===== src/rtl/scan_mux_pkg.sv =====
// ============================================================================
// Module  : scan_mux_pkg
// Brief   : Shared mode/state encodings and constant helpers for scan_mux.
// Revision: 1.0 - initial release
// ============================================================================
`default_nettype none

package scan_mux_pkg;

  localparam logic MODE_MANUAL = 1'b0;
  localparam logic MODE_SCAN   = 1'b1;

  typedef enum logic [1:0] {
    ST_IDLE   = 2'd0,
    ST_MANUAL = 2'd1,
    ST_SCAN   = 2'd2
  } state_t;

  function automatic int clog2(input int value);
    int res;
    int rem;
    res = 0;
    rem = value - 1;
    while (rem > 0) begin
      res++;
      rem = rem >> 1;
    end
    return res;
  endfunction

endpackage

`default_nettype wire


===== src/rtl/scan_mux_if.sv =====
// ============================================================================
// Module  : scan_mux_if
// Brief   : Input bank / control and handshaked output bundle for scan_mux.
// Revision: 1.0 - initial release
// ============================================================================
`default_nettype none

interface scan_mux_if #(
  parameter int N_CH  = 16,
  parameter int WIDTH = 1,
  parameter int SEL_W = 4
) ();

  logic [N_CH*WIDTH-1:0] in;
  logic [SEL_W-1:0]      sel;
  logic                  mode;
  logic                  en;
  logic [WIDTH-1:0]      out;
  logic [SEL_W-1:0]      out_ch;
  logic                  out_valid;
  logic                  out_ready;
  logic                  out_err;

  modport master (
    output in, sel, mode, en, out_ready,
    input  out, out_ch, out_valid, out_err
  );

  modport slave (
    input  in, sel, mode, en, out_ready,
    output out, out_ch, out_valid, out_err
  );

endinterface

`default_nettype wire


===== src/rtl/scan_mux_counter.sv =====
// ============================================================================
// Module  : scan_counter
// Brief   : Auto-scan channel pointer with per-channel dwell count.
// Revision: 1.0 - initial release
// ============================================================================
`default_nettype none

module scan_counter
  import scan_mux_pkg::*;
#(
  parameter int N_CH  = 16,
  parameter int SEL_W = 4,
  parameter int DWELL = 1
) (
  input  wire logic             clk,
  input  wire logic             rst_n,
  input  wire logic             i_advance,
  input  wire logic             i_restart,
  output logic      [SEL_W-1:0] o_scan_ptr
);

  localparam int               c_dw_w       = (DWELL > 1) ? clog2(DWELL) : 1;
  localparam logic [c_dw_w-1:0] c_dwell_last = c_dw_w'(DWELL - 1);
  localparam logic [SEL_W-1:0]  c_ptr_last   = SEL_W'(N_CH - 1);

  logic [c_dw_w-1:0] r_dwell_cnt;
  logic [SEL_W-1:0]  r_scan_ptr;

  always_ff @(posedge clk or negedge rst_n) begin
    if (!rst_n) begin
      r_dwell_cnt <= '0;
      r_scan_ptr  <= '0;
    end else if (i_restart) begin
      r_dwell_cnt <= '0;
      r_scan_ptr  <= '0;
    end else if (i_advance) begin
      if (r_dwell_cnt == c_dwell_last) begin
        r_dwell_cnt <= '0;
        r_scan_ptr  <= (r_scan_ptr == c_ptr_last) ? '0 : r_scan_ptr + SEL_W'(1);
      end else begin
        r_dwell_cnt <= r_dwell_cnt + c_dw_w'(1);
      end
    end
  end

  assign o_scan_ptr = r_scan_ptr;

endmodule

`default_nettype wire


===== src/rtl/scan_mux.sv =====
// ============================================================================
// Module  : scan_mux
// Brief   : N-channel registered mux with valid/ready output and auto-scan.
// Revision: 1.0 - initial release
// ============================================================================
`default_nettype none

module scan_mux
  import scan_mux_pkg::*;
#(
  parameter int N_CH  = 16,
  parameter int WIDTH = 1,
  parameter int SEL_W = 4,
  parameter int DWELL = 1
) (
  input wire logic clk,
  input wire logic rst_n,
  scan_mux_if.slave bus
);

  localparam int               c_depth = 2 ** SEL_W;
  localparam logic [SEL_W:0]   c_n_ch  = (SEL_W + 1)'(N_CH);

  if ((SEL_W != clog2(N_CH)) || (N_CH < 2) || (DWELL < 1)) begin : g_param_bad
    $error("scan_mux: illegal parameter combination");
  end

  state_t             r_state;
  state_t             w_state_nxt;
  logic [SEL_W-1:0]   w_idx;
  logic [SEL_W-1:0]   w_scan_ptr;
  logic               w_scan_adv;
  logic               w_restart;
  logic               w_slot_free;
  logic               w_capture;
  logic               w_oor;
  logic [WIDTH-1:0]   w_data;
  logic [WIDTH-1:0]   w_ch [c_depth];

  logic [WIDTH-1:0]   r_out;
  logic [SEL_W-1:0]   r_out_ch;
  logic               r_out_valid;
  logic               r_out_err;

  // Channel 0 occupies the most-significant slice; unused indices read zero.
  for (genvar gi = 0; gi < c_depth; gi++) begin : g_chan
    if (gi < N_CH) begin : g_used
      assign w_ch[gi] = bus.in[(N_CH-1-gi)*WIDTH +: WIDTH];
    end else begin : g_unused
      assign w_ch[gi] = '0;
    end
  end

  assign w_slot_free = !r_out_valid || bus.out_ready;
  assign w_capture   = bus.en && w_slot_free;
  assign w_oor       = {1'b0, w_idx} >= c_n_ch;
  assign w_data      = w_ch[w_idx];

  always_ff @(posedge clk or negedge rst_n) begin
    if (!rst_n) begin
      r_state <= ST_IDLE;
    end else begin
      r_state <= w_state_nxt;
    end
  end

  // The scan pointer is only observable in SCAN, so it is held at zero in
  // every other state; that makes each entry into SCAN start at channel 0
  // even when the entry happens while the output is stalled.
  always_comb begin
    w_state_nxt = ST_IDLE;
    w_idx       = bus.sel;
    w_scan_adv  = 1'b0;
    w_restart   = 1'b1;
    if (bus.en) begin
      w_state_nxt = (bus.mode == MODE_SCAN) ? ST_SCAN : ST_MANUAL;
    end
    case (w_state_nxt)
      ST_SCAN: begin
        w_restart  = 1'b0;
        w_idx      = (r_state == ST_SCAN) ? w_scan_ptr : '0;
        w_scan_adv = w_slot_free;
      end
      default: begin
      end
    endcase
  end

  scan_counter #(
    .N_CH  (N_CH),
    .SEL_W (SEL_W),
    .DWELL (DWELL)
  ) u_scan_counter (
    .clk        (clk),
    .rst_n      (rst_n),
    .i_advance  (w_scan_adv),
    .i_restart  (w_restart),
    .o_scan_ptr (w_scan_ptr)
  );

  always_ff @(posedge clk or negedge rst_n) begin
    if (!rst_n) begin
      r_out       <= '0;
      r_out_ch    <= '0;
      r_out_valid <= 1'b0;
      r_out_err   <= 1'b0;
    end else if (w_capture) begin
      r_out       <= w_data;
      r_out_ch    <= w_idx;
      r_out_valid <= 1'b1;
      r_out_err   <= w_oor;
    end else if (w_slot_free) begin
      r_out_valid <= 1'b0;
    end
  end

  assign bus.out       = r_out;
  assign bus.out_ch    = r_out_ch;
  assign bus.out_valid = r_out_valid;
  assign bus.out_err   = r_out_err;

endmodule

`default_nettype wire


===== src/flat_wrapper.sv =====
// flat-port wrapper written by rule: the top's interface ports become plain ports
module scan_mux_flat import scan_mux_pkg::*;
#(
  parameter int N_CH  = 16,
  parameter int WIDTH = 1,
  parameter int SEL_W = 4,
  parameter int DWELL = 1
)
  (clk, rst_n, bus_in, bus_sel, bus_mode, bus_en, bus_out_ready, bus_out, bus_out_ch, bus_out_valid, bus_out_err);
  scan_mux_if #(.N_CH(N_CH), .WIDTH(WIDTH), .SEL_W(SEL_W)) bus_i ();
  input wire logic clk;
  input wire logic rst_n;
  input wire logic [$bits(bus_i.in)-1:0] bus_in;
  input wire logic [$bits(bus_i.sel)-1:0] bus_sel;
  input wire logic [$bits(bus_i.mode)-1:0] bus_mode;
  input wire logic [$bits(bus_i.en)-1:0] bus_en;
  input wire logic [$bits(bus_i.out_ready)-1:0] bus_out_ready;
  output wire logic [$bits(bus_i.out)-1:0] bus_out;
  output wire logic [$bits(bus_i.out_ch)-1:0] bus_out_ch;
  output wire logic [$bits(bus_i.out_valid)-1:0] bus_out_valid;
  output wire logic [$bits(bus_i.out_err)-1:0] bus_out_err;
  assign bus_i.in = bus_in;
  assign bus_i.sel = bus_sel;
  assign bus_i.mode = bus_mode;
  assign bus_i.en = bus_en;
  assign bus_i.out_ready = bus_out_ready;
  assign bus_out = bus_i.out;
  assign bus_out_ch = bus_i.out_ch;
  assign bus_out_valid = bus_i.out_valid;
  assign bus_out_err = bus_i.out_err;
  scan_mux #(.N_CH(N_CH), .WIDTH(WIDTH), .SEL_W(SEL_W), .DWELL(DWELL)) u_core (.clk(clk), .rst_n(rst_n), .bus(bus_i));
endmodule

===== config.mk =====
export PLATFORM = sky130hd
export DESIGN_NAME = scan_mux_flat
export DESIGN_NICKNAME = d
export VERILOG_FILES = /design/src/rtl/scan_mux_pkg.sv /design/src/rtl/scan_mux_if.sv /design/src/rtl/scan_mux_counter.sv /design/src/rtl/scan_mux.sv /design/src/flat_wrapper.sv
export SDC_FILE = /design/constraint.sdc
export NUM_CORES = 1
export LEC_CHECK = 0
export ABC_AREA = 1
export BUFFER_PORTS_ARGS = -buffer_cell sky130_fd_sc_hd__buf_2
export CORE_ASPECT_RATIO = 0.9
export CORE_MARGIN = 3
export CORE_UTILIZATION = 30
export DETAILED_ROUTE_END_ITERATION = 8
export PLACE_DENSITY_LB_ADDON = 0.12
export SETUP_SLACK_MARGIN = 0.2
export SLEW_MARGIN = 0
export SYNTH_ARGS = -nofsm -noshare
export SYNTH_HDL_FRONTEND = slang
export SYNTH_SLANG_ARGS = --single-unit

===== constraint.sdc =====
create_clock -name clk -period 2.45 [get_ports clk]
set_input_delay 0.245 -clock clk [delete_from_list [all_inputs] [get_ports clk]]
set_output_delay 0.245 -clock clk [all_outputs]
set_load 0.02 [all_outputs]

==> results.tsv, run 1 <==
stage	metric	value	unit
routing	drt drc	0	
pwr	Tot Pwr	0.000522	W
yosys	synthesized cell area	831	um^2
floorplan	Core ar.	2550	um^2
clock_network	TritonCTS clock tree	yes	
setup_path	Setup crit end kind	flop	
floorplan	number of core rows	17	
setup_path	Reg-to-Reg Start	u_core.r_state[0]$_DFF_PN0_	
yosys	Cell variety after synth	20	
setup_path	Crit Path Max Fanout	9	
floorplan	Initial Util	32.5	%
sta	Setup-failing EPs final	0	
placed_design	Final HPWL DP	1560	um
routing	Routed WL per cell	10.4	um
cells_and_area	number of fill cells in the layout	290	
pwr	P_sw	0.000164	W
cells_and_area	layout net count	181	
global_routing	largest net degree at the start of global routing	13	
placed_design	Placer Congestion	0.757	
floorplan	die span in y	55.9	um
clock_network	TritonCTS Buffers	3	
routing	vias per inst	4.51	
hold_path	hold_sp	bus_mode	
global_routing	first-pass GRT wire length	3210	um
setup_path	CP cell instances	inv_1 -> nand3_1 -> nand2_2 -> nand2_4 -> nand2_1 -> nand2_1 -> nand2_1 -> nand3_1 -> nand3_1 -> nand2_1 -> nand2_1 -> nand2_1	
yosys	Synth Area per Inst	6.87	um^2
sta	post-layout min period	1360	ps
setup_path	CP Launch Type	flop	
setup_path	peak per-stage delay on the critical path	380	ps
clock_network	post-CTS resize count	0	
pwr	Net Sw Frac	31.3	%
setup_path	CP Data Required Time	2620	ps
sta	Clock Skew	4.65	ps
clock_network	Clock Tree Buf Depth	2	
pwr	Logic pwr share	26.8	%
sta	final setup margin	1090	ps
run_status	outcome	completed	
cells_and_area	share of cells above drive strength 1	29.2	%
clock_network	H-tree depth	1	
global_routing	total track usage	12.5	%
setup_path	CP most frequent cell	nand2_1	
cells_and_area	Layout Cells excl Fill	182	
pwr	Pleak	0.598	nW
cells_and_area	Multi-input gate area	413	um^2
cells_and_area	most frequent cells in the layout	30 x buf_2, 28 x nand2_1, 25 x inv_1, 20 x nand3_1, 12 x dfrtp_1	
sta	FMAX	0.736	GHz
pwr	Seq pwr share	42.9	%
placed_design	placed cell area	997	um^2
routing	WL final	1890	um
floorplan	total die area	3440	um^2
routing	Via Count	820	
floorplan	Die Wd	61.5	um
sta	total negative slack	0	ps
setup_path	slowest CP cell	dfrtp_1	
global_routing	GRT overflow	0	
cells_and_area	Layout area overhead	25.6	%
global_routing	vias in the first global route	749	
yosys	register area share after synthesis	36.1	%
clock_network	hold buffers post-CTS	1	
run	total of max-cap violations	0	
sta	Pins Over Slew Limit	0	
cells_and_area	Sequential Area	300	um^2
hold_path	min-delay worst type	in -> reg	
routing	drt initial violations	57	
setup_path	Worst Setup SP	u_core.r_state[0]$_DFF_PN0_	
clock_network	clock root cell	clkbuf_4	
pwr	Internal	0.000359	W
clock_network	Clock Pin Slew Worst Setup and Hold Paths	80	ps
pwr	highest ir drop seen on vdd	0.207	mV
cells_and_area	Antenna Cells	0	
yosys	Cells after Synth	121	
placed_design	I/O Buffers	30	
setup_path	critical path type	reg -> reg	
placed_design	# placed instances	177	
yosys	Synth Warn #	0	
floorplan	IO Pins	32	
cells_and_area	final instance area	1040	um^2
setup_path	CP arrival	1530	ps
placed_design	DP Worst Slack	893	ps
sta	final-report hold violation count	0	
clock_network	Post-CTS Setup Repair Bufs	0	
clock_network	Worst-Skew Late Latency	270	ps
routing	DRT Pass-1 Iters	4	
yosys	Synth Register Bits	12	
clock_network	Clock Sinks	12	
sta	RSZ-0062 raised after global routing	no	
pwr	PD cells	501	nW/um^2
yosys	syn nets	147	
cells_and_area	most common cell after layout, fill and taps aside	buf_2	
sta	Final Cycle Share	55.5	%
routing	DRT antenna net count	0	
pwr	clock share of power	30.3	%
global_routing	antenna violations before repair	0	
==> per-layer routing <==
| layer | wire (um) | GRT usage, % | vias to the layer above |
|---|---|---|---|
| met5 | 0 | 0 | - |
| met4 | 0 | 1.82 | 0 |
| met3 | 98 | 5.57 | 0 |
| met2 | 921 | 19.0 | 18 |
| met1 | 866 | 16.4 | 361 |
| li1 | - | - | 441 |
==> synth_stat cells (all sizes together) <==
library cell / n / area share [%]
nand3b: 2 / 1.8
conb: 1 / 0.45
nand3: 21 / 13
dfrtp: 12 / 36
nor2: 6 / 2.7
o2bb2ai: 1 / 1.1
clkinv: 1 / 0.60
a21oi: 1 / 0.60
nand2: 33 / 17
o21ai: 13 / 9.6
inv: 25 / 11
nor3: 1 / 0.60
xor2: 1 / 1.1
buf: 2 / 2.3
ha: 1 / 1.5
==> worst paths after layout <==
check	slack, ps	cells past startpoint	endpoint
setup / recovery	1090	12	u_core.bus.out$_DFFE_PN0P_
hold / removal	140	2	u_core.r_state[0]$_DFF_PN0_
setup reg to reg	1090	12	u_core.bus.out$_DFFE_PN0P_
hold reg to reg	480	2	u_core.bus.out$_DFFE_PN0P_
max in group asynchronous	1860	2	u_core.u_scan_counter.o_scan_ptr[3]$_DFFE_PN0P_
min in group asynchronous	370	2	u_core.u_scan_counter.o_scan_ptr[1]$_DFFE_PN0P_
==> area by class of cell <==
type | instances | area share [%]
multi-input cells | 81 | 39.6
flip-flops and latches | 12 | 28.8
repair buffers | 31 | 15.3
inverters | 26 | 9.47
clock buffers | 4 | 3.48
well taps | 28 | 3.36
==> sequential cells by signal (all words and copies together) (netlist names) <==
name / count
u_core.bus.out: 1
u_core.bus.out_ch: 4
u_core.bus.out_valid: 1
u_core.r_state: 2
u_core.u_scan_counter.o_scan_ptr: 4
==> stage by stage <==
stage	utilization, %	hold slack [ps]
finish	40.9	145
detailed placement	39.1	143
global placement	39.1	146
CTS	40.9	138
floorplan	-	-50.6
global route	40.9	139
==> kinds of logic (layout without fill, tap and decap cells) <==
| group | after synthesis | in the layout | share of synthesized area [%] |
|---|---|---|---|
| xor+xnor | 1 | 1 | 1.05 |
| flops | 12 | 12 | 36.1 |
| other cells | 1 | 1 | 0.451 |
| compound gates | 15 | 15 | 11.3 |
| buf+inv | 28 | 61 | 14.2 |
| simple gates | 63 | 63 | 35.4 |
| fa+ha+maj | 1 | 1 | 1.51 |
==> critical path, delay by kind of cell (launching register included) <==
family | cells | cell delay, ps
flip-flops | 1 | 380
buffers and inverters | 1 | 70
AND/OR/NAND/NOR | 11 | 800
==> power groups by stage <==
stage	sequential, W	clock [W]	combinational (W)
after floorplan	0.000246	0	0.0000736
after global placement	0.000228	0	0.000141
after detailed placement	0.000228	0	0.000141
after CTS	0.000224	0.000166	0.000143
after global routing	0.000227	0.000179	0.000163
final	0.000224	0.000158	0.000140
Note: power is estimated with default switching activity, not from simulation.
==> run 2: changes to the inputs <==
--- a/config.mk
+++ b/config.mk
@@ -5,7 +5,7 @@
 export SDC_FILE = /design/constraint.sdc
 export NUM_CORES = 1
 export LEC_CHECK = 0
-export ABC_AREA = 1
+export ABC_AREA = 0
 export BUFFER_PORTS_ARGS = -buffer_cell sky130_fd_sc_hd__buf_2
 export CORE_ASPECT_RATIO = 0.9
 export CORE_MARGIN = 3
==> constraint.sdc (replaced) <==
create_clock -name clk -period 1.3 [get_ports clk]
set_input_delay 0.13 -clock clk [delete_from_list [all_inputs] [get_ports clk]]
set_output_delay 0.13 -clock clk [all_outputs]
set_load 0.02 [all_outputs]
==> run 2 against run 1 <==
Compared with the run above:
- the run now ends with negative setup slack left
- utilization increased by 12 points
- largest cell class unchanged
- critical endpoint unchanged
- routed wire length grew 3.8%
- register-to-register slack got worse by 1400 ps
==> results.tsv, run 2 <==
stage	metric	value	unit	change
pwr	PD cells	800	nW/um^2	+60%
routing	vias per inst	4.80		+6.6%
yosys	Synth Area per Inst	9.81	um^2	+43%
routing	DRT Pass-1 Iters	4		unchanged
yosys	count leader, synth	dfrtp_1		
routing	Routed WL per cell	12.6	um	+21%
yosys	Cells after Synth	77		-36%
run_status	failing checks	negative setup slack		
placed_design	I/O Buffers	30		unchanged
yosys	main flop type after synthesis	dfrtp_1		
global_routing	vias in the first global route	759		+1.3%
setup_path	critical path type	reg -> reg		
yosys	top cell type's share of synthesized area	39.7	%	+3.6 points
clock_network	Clock Sinks	12		unchanged
cells_and_area	Antenna Cells	0		unchanged
cells_and_area	final core area utilization	53.1	%	+12 points
routing	drt drc	0		unchanged
global_routing	GRT overflow	0		unchanged
yosys	most frequent cells after synthesis	12 x dfrtp_1, 11 x nand2_1, 8 x mux2i_1		
yosys	Synth Register Bits	12		unchanged
cells_and_area	most common cell after layout, fill and taps aside	buf_2		
floorplan	total die area	3160	um^2	-8.1%
floorplan	number of core rows	16		-1
routing	DRT antenna net count	0		unchanged
placed_design	Placer Congestion	0.744		-1.7%
hold_path	min-delay worst type	in -> reg		
floorplan	IO Pins	32		unchanged
yosys	top cells by area, synth	dfrtp_1 40%, mux2i_1 11%, nand2_1 5.5%, a2bb2oi_4 3.5%, nand2b_1 3.3%		
cells_and_area	most frequent cells in the layout	30 x buf_2, 15 x buf_4, 11 x dfrtp_1, 8 x nand2_1, 8 x mux2i_1		
yosys	Synth Warn #	0		unchanged
sta	Clock Skew	6.90	ps	+2.25 ps
yosys	register area share after synthesis	39.7	%	+3.6 points
sta	final setup margin	-266	ps	-1360 ps
pwr	highest ir drop seen on vdd	0.725	mV	+250%
global_routing	first-pass GRT wire length	3310	um	+3.0%
setup_path	CP Launch Type	flop		
yosys	cell taking the most area after synthesis	dfrtp_1		
sta	RSZ-0062 raised after global routing	yes		
clock_network	Clock Tree Buf Depth	2		unchanged
cells_and_area	Layout Cells excl Fill	156		-14%
global_routing	total track usage	13.9	%	+1.5 points
clock_network	Worst-Skew Late Latency	270	ps	about the same
sta	FMAX	0.638	GHz	-13%
yosys	syn nets	103		-30%
sta	final-report hold violation count	0		unchanged
floorplan	Initial Util	33.1	%	+0.57 points
clock_network	TritonCTS Buffers	3		unchanged
cells_and_area	final instance area	1210	um^2	+16%
pwr	Pleak	0.626	nW	+4.7%
global_routing	largest net degree at the start of global routing	13		unchanged
global_routing	antenna violations before repair	0		unchanged
sta	Final Cycle Share	120	%	+65 points
clock_network	H-tree depth	1		unchanged
clock_network	Clock Pin Slew Worst Setup and Hold Paths	70	ps	about the same
sta	post-layout min period	1570	ps	+208 ps
yosys	EDFF count, synth	0		unchanged
yosys	Cell variety after synth	32		+60%
setup_path	Crit Path Max Fanout	5		-4
floorplan	die span in y	53.6	um	-4.1%
yosys	synthesized cell area	756	um^2	-9.0%
placed_design	# placed instances	143		-19%
cells_and_area	layout net count	156		-14%
placed_design	Final HPWL DP	1540	um	-1.5%
clock_network	clock root cell	clkbuf_4		
sta	worst hold slack	76.7	ps	-68.0 ps
run_status	outcome	finished with violations		
sta	Setup-failing EPs final	3		+3
setup_path	Setup crit end kind	flop		
cells_and_area	share of cells above drive strength 1	58.1	%	+29 points
setup_path	CP Data Required Time	1460	ps	-1160 ps
routing	WL final	1960	um	+3.8%
routing	Via Count	749		-8.7%
setup_path	CP arrival	1720	ps	+190 ps
cells_and_area	Layout area overhead	60.3	%	
placed_design	placed cell area	1040	um^2	+4.0%
cells_and_area	number of fill cells in the layout	220		-24%
routing	drt initial violations	4		-93%
floorplan	Core ar.	2280	um^2	-11%
sta	Pins Over Slew Limit	0		unchanged
clock_network	TritonCTS clock tree	yes		
floorplan	Die Wd	58.9	um	-4.2%
run	total of max-cap violations	0		unchanged
yosys	ys async rst share	100	%	unchanged
==> run 2: worst max-delay path, stage by stage (launching register included) <==
cell and delay (ps):
dfrtp_1 390, and4b_2 330, a22oi_4 90, buf_4 170
a21oi_1 110, a22oi_1 90, o211ai_1 190, nand3_1 90
==> run 2: logic make-up after synthesis <==
family,count (synthesis),share of synthesized area [%]
buffers and inverters,4,2.65
AO/OA/AOI/OAI,19,21.2
other,1,0.496
flip-flops,12,39.7
AND/OR/NAND/NOR,29,19.5
multiplexers,10,13.6
adder cells (fa/ha/maj),1,1.66
XOR/XNOR,1,1.16
==> run 2: worst paths after layout <==
check	from	to	slack, ps	cells after the start
max	u_core.r_state[0]$_DFF_PN0_	u_core.bus.out$_DFFE_PN0P_	-270	7
min	bus_mode	u_core.r_state[0]$_DFF_PN0_	80	2
max reg2reg	u_core.r_state[0]$_DFF_PN0_	u_core.bus.out$_DFFE_PN0P_	-270	7
min reg2reg	u_core.bus.out_ch[0]$_DFFE_PN0P_	u_core.bus.out_ch[0]$_DFFE_PN0P_	480	2
max in group asynchronous	rst_n	u_core.bus.out_valid$_DFFE_PN0P_	790	2
min in group asynchronous	rst_n	u_core.bus.out_ch[0]$_DFFE_PN0P_	270	2
==> run 2: cell type report <==
class                      count  area, um^2  area share, %
timing repair buffer          51         329           27.2
clock buffer                   4        26.3           2.17
inverter                       1        3.75          0.310
tap                           27        33.8           2.79
sequential                    12         302           24.9
multi-input combinational     61         517           42.7
==> run 2: through the flow <==
stage / total power (W) / setup TNS [ps] / setup slack, ps
4_1_cts: 0.000961 / -365 / -257
2_1_floorplan: 0.000585 / -220 / -220
3_5_place_dp: 0.000700 / -282 / -282
5_1_grt: 0.00104 / -693 / -334
6_report: 0.000969 / -463 / -266
3_3_place_gp: 0.000698 / -275 / -275
==> run 2: report_power, final <==
group	leakage, nW	switching (W)	internal (W)
clock	0.0150	0.000115	0.000119
combinational	0.459	0.000154	0.000161
sequential	0.152	0.0000168	0.000404
total	0.626	0.000286	0.000684
==> run 2: what timing repair did <==
item / in CTS / in global routing
resized for setup: 9 / 10
buffers inserted: 5 / 3
hold buffers: 1 / 0
pin swaps: 10 / 3
setup endpoints to repair: 9 / 9
endpoints found under the hold margin: 12 / 0
==> run 2: metal layers <==
metal  vias up  GRT usage [%]  wire, um
li1        384              -         -
met1       351           17.1       826
met2        14           23.9      1030
met3         0           5.04       105
met4         0           2.26         0
met5         -              0         0
==> run 3: changes to the inputs <==
--- a/config.mk
+++ b/config.mk
@@ -8,7 +8,7 @@
 export ABC_AREA = 0
 export BUFFER_PORTS_ARGS = -buffer_cell sky130_fd_sc_hd__buf_2
 export CORE_ASPECT_RATIO = 0.9
-export CORE_MARGIN = 3
+export CORE_MARGIN = 2
 export CORE_UTILIZATION = 30
 export DETAILED_ROUTE_END_ITERATION = 8
 export PLACE_DENSITY_LB_ADDON = 0.12
==> constraint.sdc (replaced) <==
create_clock -name clk -period 1.3 [get_ports clk]
set_input_delay 0.195 -clock clk [delete_from_list [all_inputs] [get_ports clk]]
set_output_delay 0.195 -clock clk [all_outputs]
set_load 0.02 [all_outputs]
==> run 3 against run 2 <==
Compared with the run above:
- the flow still finishes with violations (negative setup slack)
- final cell count is 1.3% lower
- die area is 7.0% lower
- combinational power hardly changed
- global-route usage is 0.31 points lower
- clock skew is 2.0 ps higher
- utilization is 3.8 points lower
- clock power is 2% higher
- count of clock-buffer cells in the layout stayed put
==> results.tsv, run 3 (synthesized netlist as in run 2, its figures left out) <==
stage	metric	value	unit	change
floorplan	die span in y	51.6	um	-3.7%
global_routing	GRT overflow	0		unchanged
clock_network	TritonCTS Buffers	3		unchanged
cells_and_area	Antenna Cells	0		unchanged
cells_and_area	number of fill cells in the layout	241		+9.5%
sta	Final Cycle Share	124	%	+3.3 points
sta	Pins Over Slew Limit	0		unchanged
run_status	outcome	finished with violations		
run_status	failing checks	negative setup slack		
sta	worst hold slack	140	ps	+63.6 ps
floorplan	number of core rows	17		+1
floorplan	total die area	2940	um^2	-7.0%
sta	FMAX	0.621	GHz	-2.7%
sta	final-report hold violation count	0		unchanged
routing	DRT antenna net count	0		unchanged
clock_network	Clock Tree Buf Depth	2		unchanged
pwr	highest ir drop seen on vdd	0.628	mV	-13%
sta	Setup-failing EPs final	3		unchanged
global_routing	antenna violations before repair	0		unchanged
global_routing	largest net degree at the start of global routing	13		unchanged
pwr	Pleak	0.617	nW	-1.4%
cells_and_area	final instance area	1190	um^2	-1.3%
cells_and_area	Layout area overhead	58.1	%	
routing	drt drc	0		unchanged
routing	Via Count	765		+2.1%
sta	Clock Skew	8.94	ps	+2.04 ps
run	total of max-cap violations	0		unchanged
sta	final setup margin	-309	ps	-42.9 ps
floorplan	Initial Util	31.2	%	-1.9 points
setup_path	Crit Path Max Fanout	4		-1
cells_and_area	most common cell after layout, fill and taps aside	buf_2		
sta	RSZ-0062 raised after global routing	yes		
sta	total negative slack	-463	ps	-0.289 ps
clock_network	clock root cell	clkbuf_4		
routing	drt initial violations	9		+5
global_routing	first-pass GRT wire length	3020	um	-8.6%
floorplan	IO Pins	32		unchanged
routing	DRT Pass-1 Iters	3		-1
clock_network	Worst-Skew Late Latency	270	ps	about the same
pwr	PD cells	818	nW/um^2	+2.2%
routing	WL final	2020	um	+3.4%
setup_path	CP Data Required Time	1510	ps	+50 ps
routing	Routed WL per cell	13.1	um	+4.7%
sta	post-layout min period	1610	ps	+42.9 ps
setup_path	CP Launch Type	flop		
floorplan	Die Wd	56.9	um	-3.4%
setup_path	Setup crit end kind	flop		
floorplan	Core ar.	2420	um^2	+6.3%
clock_network	TritonCTS clock tree	yes		
setup_path	critical path type	reg -> reg		
clock_network	Clock Pin Slew Worst Setup and Hold Paths	80	ps	about the same
global_routing	total track usage	13.6	%	-0.31 points
placed_design	Placer Congestion	0.695		-6.7%
hold_path	min-delay worst type	in -> reg		
clock_network	Clock Sinks	12		unchanged
placed_design	placed cell area	1060	um^2	+2.1%
clock_network	H-tree depth	1		unchanged
cells_and_area	share of cells above drive strength 1	57.1	%	-1.0 points
placed_design	I/O Buffers	30		unchanged
cells_and_area	most frequent cells in the layout	30 x buf_2, 12 x buf_4, 11 x dfrtp_1, 10 x nand2_1, 8 x mux2i_1		
routing	vias per inst	4.97		+3.5%
global_routing	vias in the first global route	702		-7.5%
setup_path	CP arrival	1820	ps	+100 ps
cells_and_area	layout net count	153		-1.9%
run 3: cell types whose count changed in the layout (fill, tap and decap cells not counted), sizes merged:
| cell | change |
|---|---|
| buf | -3 |
run 3: repair_timing:
item	CTS	global route
pin swaps	10	6
hold buffers	1	0
setup endpoints to repair	9	9
gates cloned	0	0
endpoints found under the hold margin	12	0
gates resized for setup	7	10
setup buffers	4	0
run 3: power by group:
group / total [W] / internal (W) / switching [W]
Sequential: 0.000425 / 0.000404 / 0.0000208
Combinational: 0.000314 / 0.000160 / 0.000154
Clock: 0.000238 / 0.000119 / 0.000120
Total: 0.000977 / 0.000683 / 0.000294
run 3: final timing paths:
path	start	end	slack, ps	cells past startpoint
worst max-delay path	u_core.r_state[1]$_DFF_PN0_	u_core.bus.out$_DFFE_PN0P_	-310	6
worst min-delay path	bus_mode	u_core.r_state[0]$_DFF_PN0_	140	2
worst max register to register	u_core.r_state[1]$_DFF_PN0_	u_core.bus.out$_DFFE_PN0P_	-310	6
worst min register to register	u_core.bus.out_ch[0]$_DFFE_PN0P_	u_core.bus.out_ch[0]$_DFFE_PN0P_	500	2
max in group asynchronous	rst_n	u_core.bus.out_valid$_DFFE_PN0P_	750	2
min in group asynchronous	rst_n	u_core.u_scan_counter.o_scan_ptr[1]$_DFFE_PN0P_	320	2
run 3: final cells by class:
type	count	area (um^2)	share of cell area (%)
Clock buffer	4	26.3	2.20
Inverter	1	3.75	0.314
Multi-Input combinational cell	61	513	42.9
Sequential cell	12	302	25.2
Tap cell	28	35.0	2.93
Timing Repair Buffer	48	315	26.4
run 3: through the flow:
| step | std cells | total power (W) | utilization, % | setup slack (ps) |
|---|---|---|---|---|
| 3_3_place_gp | 145 | 0.000709 | 43.7 | -312 |
| 2_1_floorplan | 77 | 0.000585 | - | -220 |
| 5_1_grt | 154 | 0.00104 | 49.3 | -353 |
| 3_5_place_dp | 145 | 0.000713 | 43.7 | -322 |
| 4_1_cts | 154 | 0.000975 | 47.5 | -288 |
| 6_report | 154 | 0.000977 | 49.3 | -309 |
run 3: worst max-delay path: stages, from the launching register on:
cell     delay, ps
dfrtp_1        420
and4b_2        260
a22oi_4        220
mux2i_1        110
a22o_1         240
a211o_1        220
nand3_1         70
run 3: per-layer routing:
layer,GRT usage (%),vias to the layer above,wire [um],share of wire [%]
li1,-,377,-,-
met1,17.0,366,940,46
met2,22.2,18,942,47
met3,5.22,4,120,5.9
met4,3.49,0,20,0.99
met5,0,-,0,0
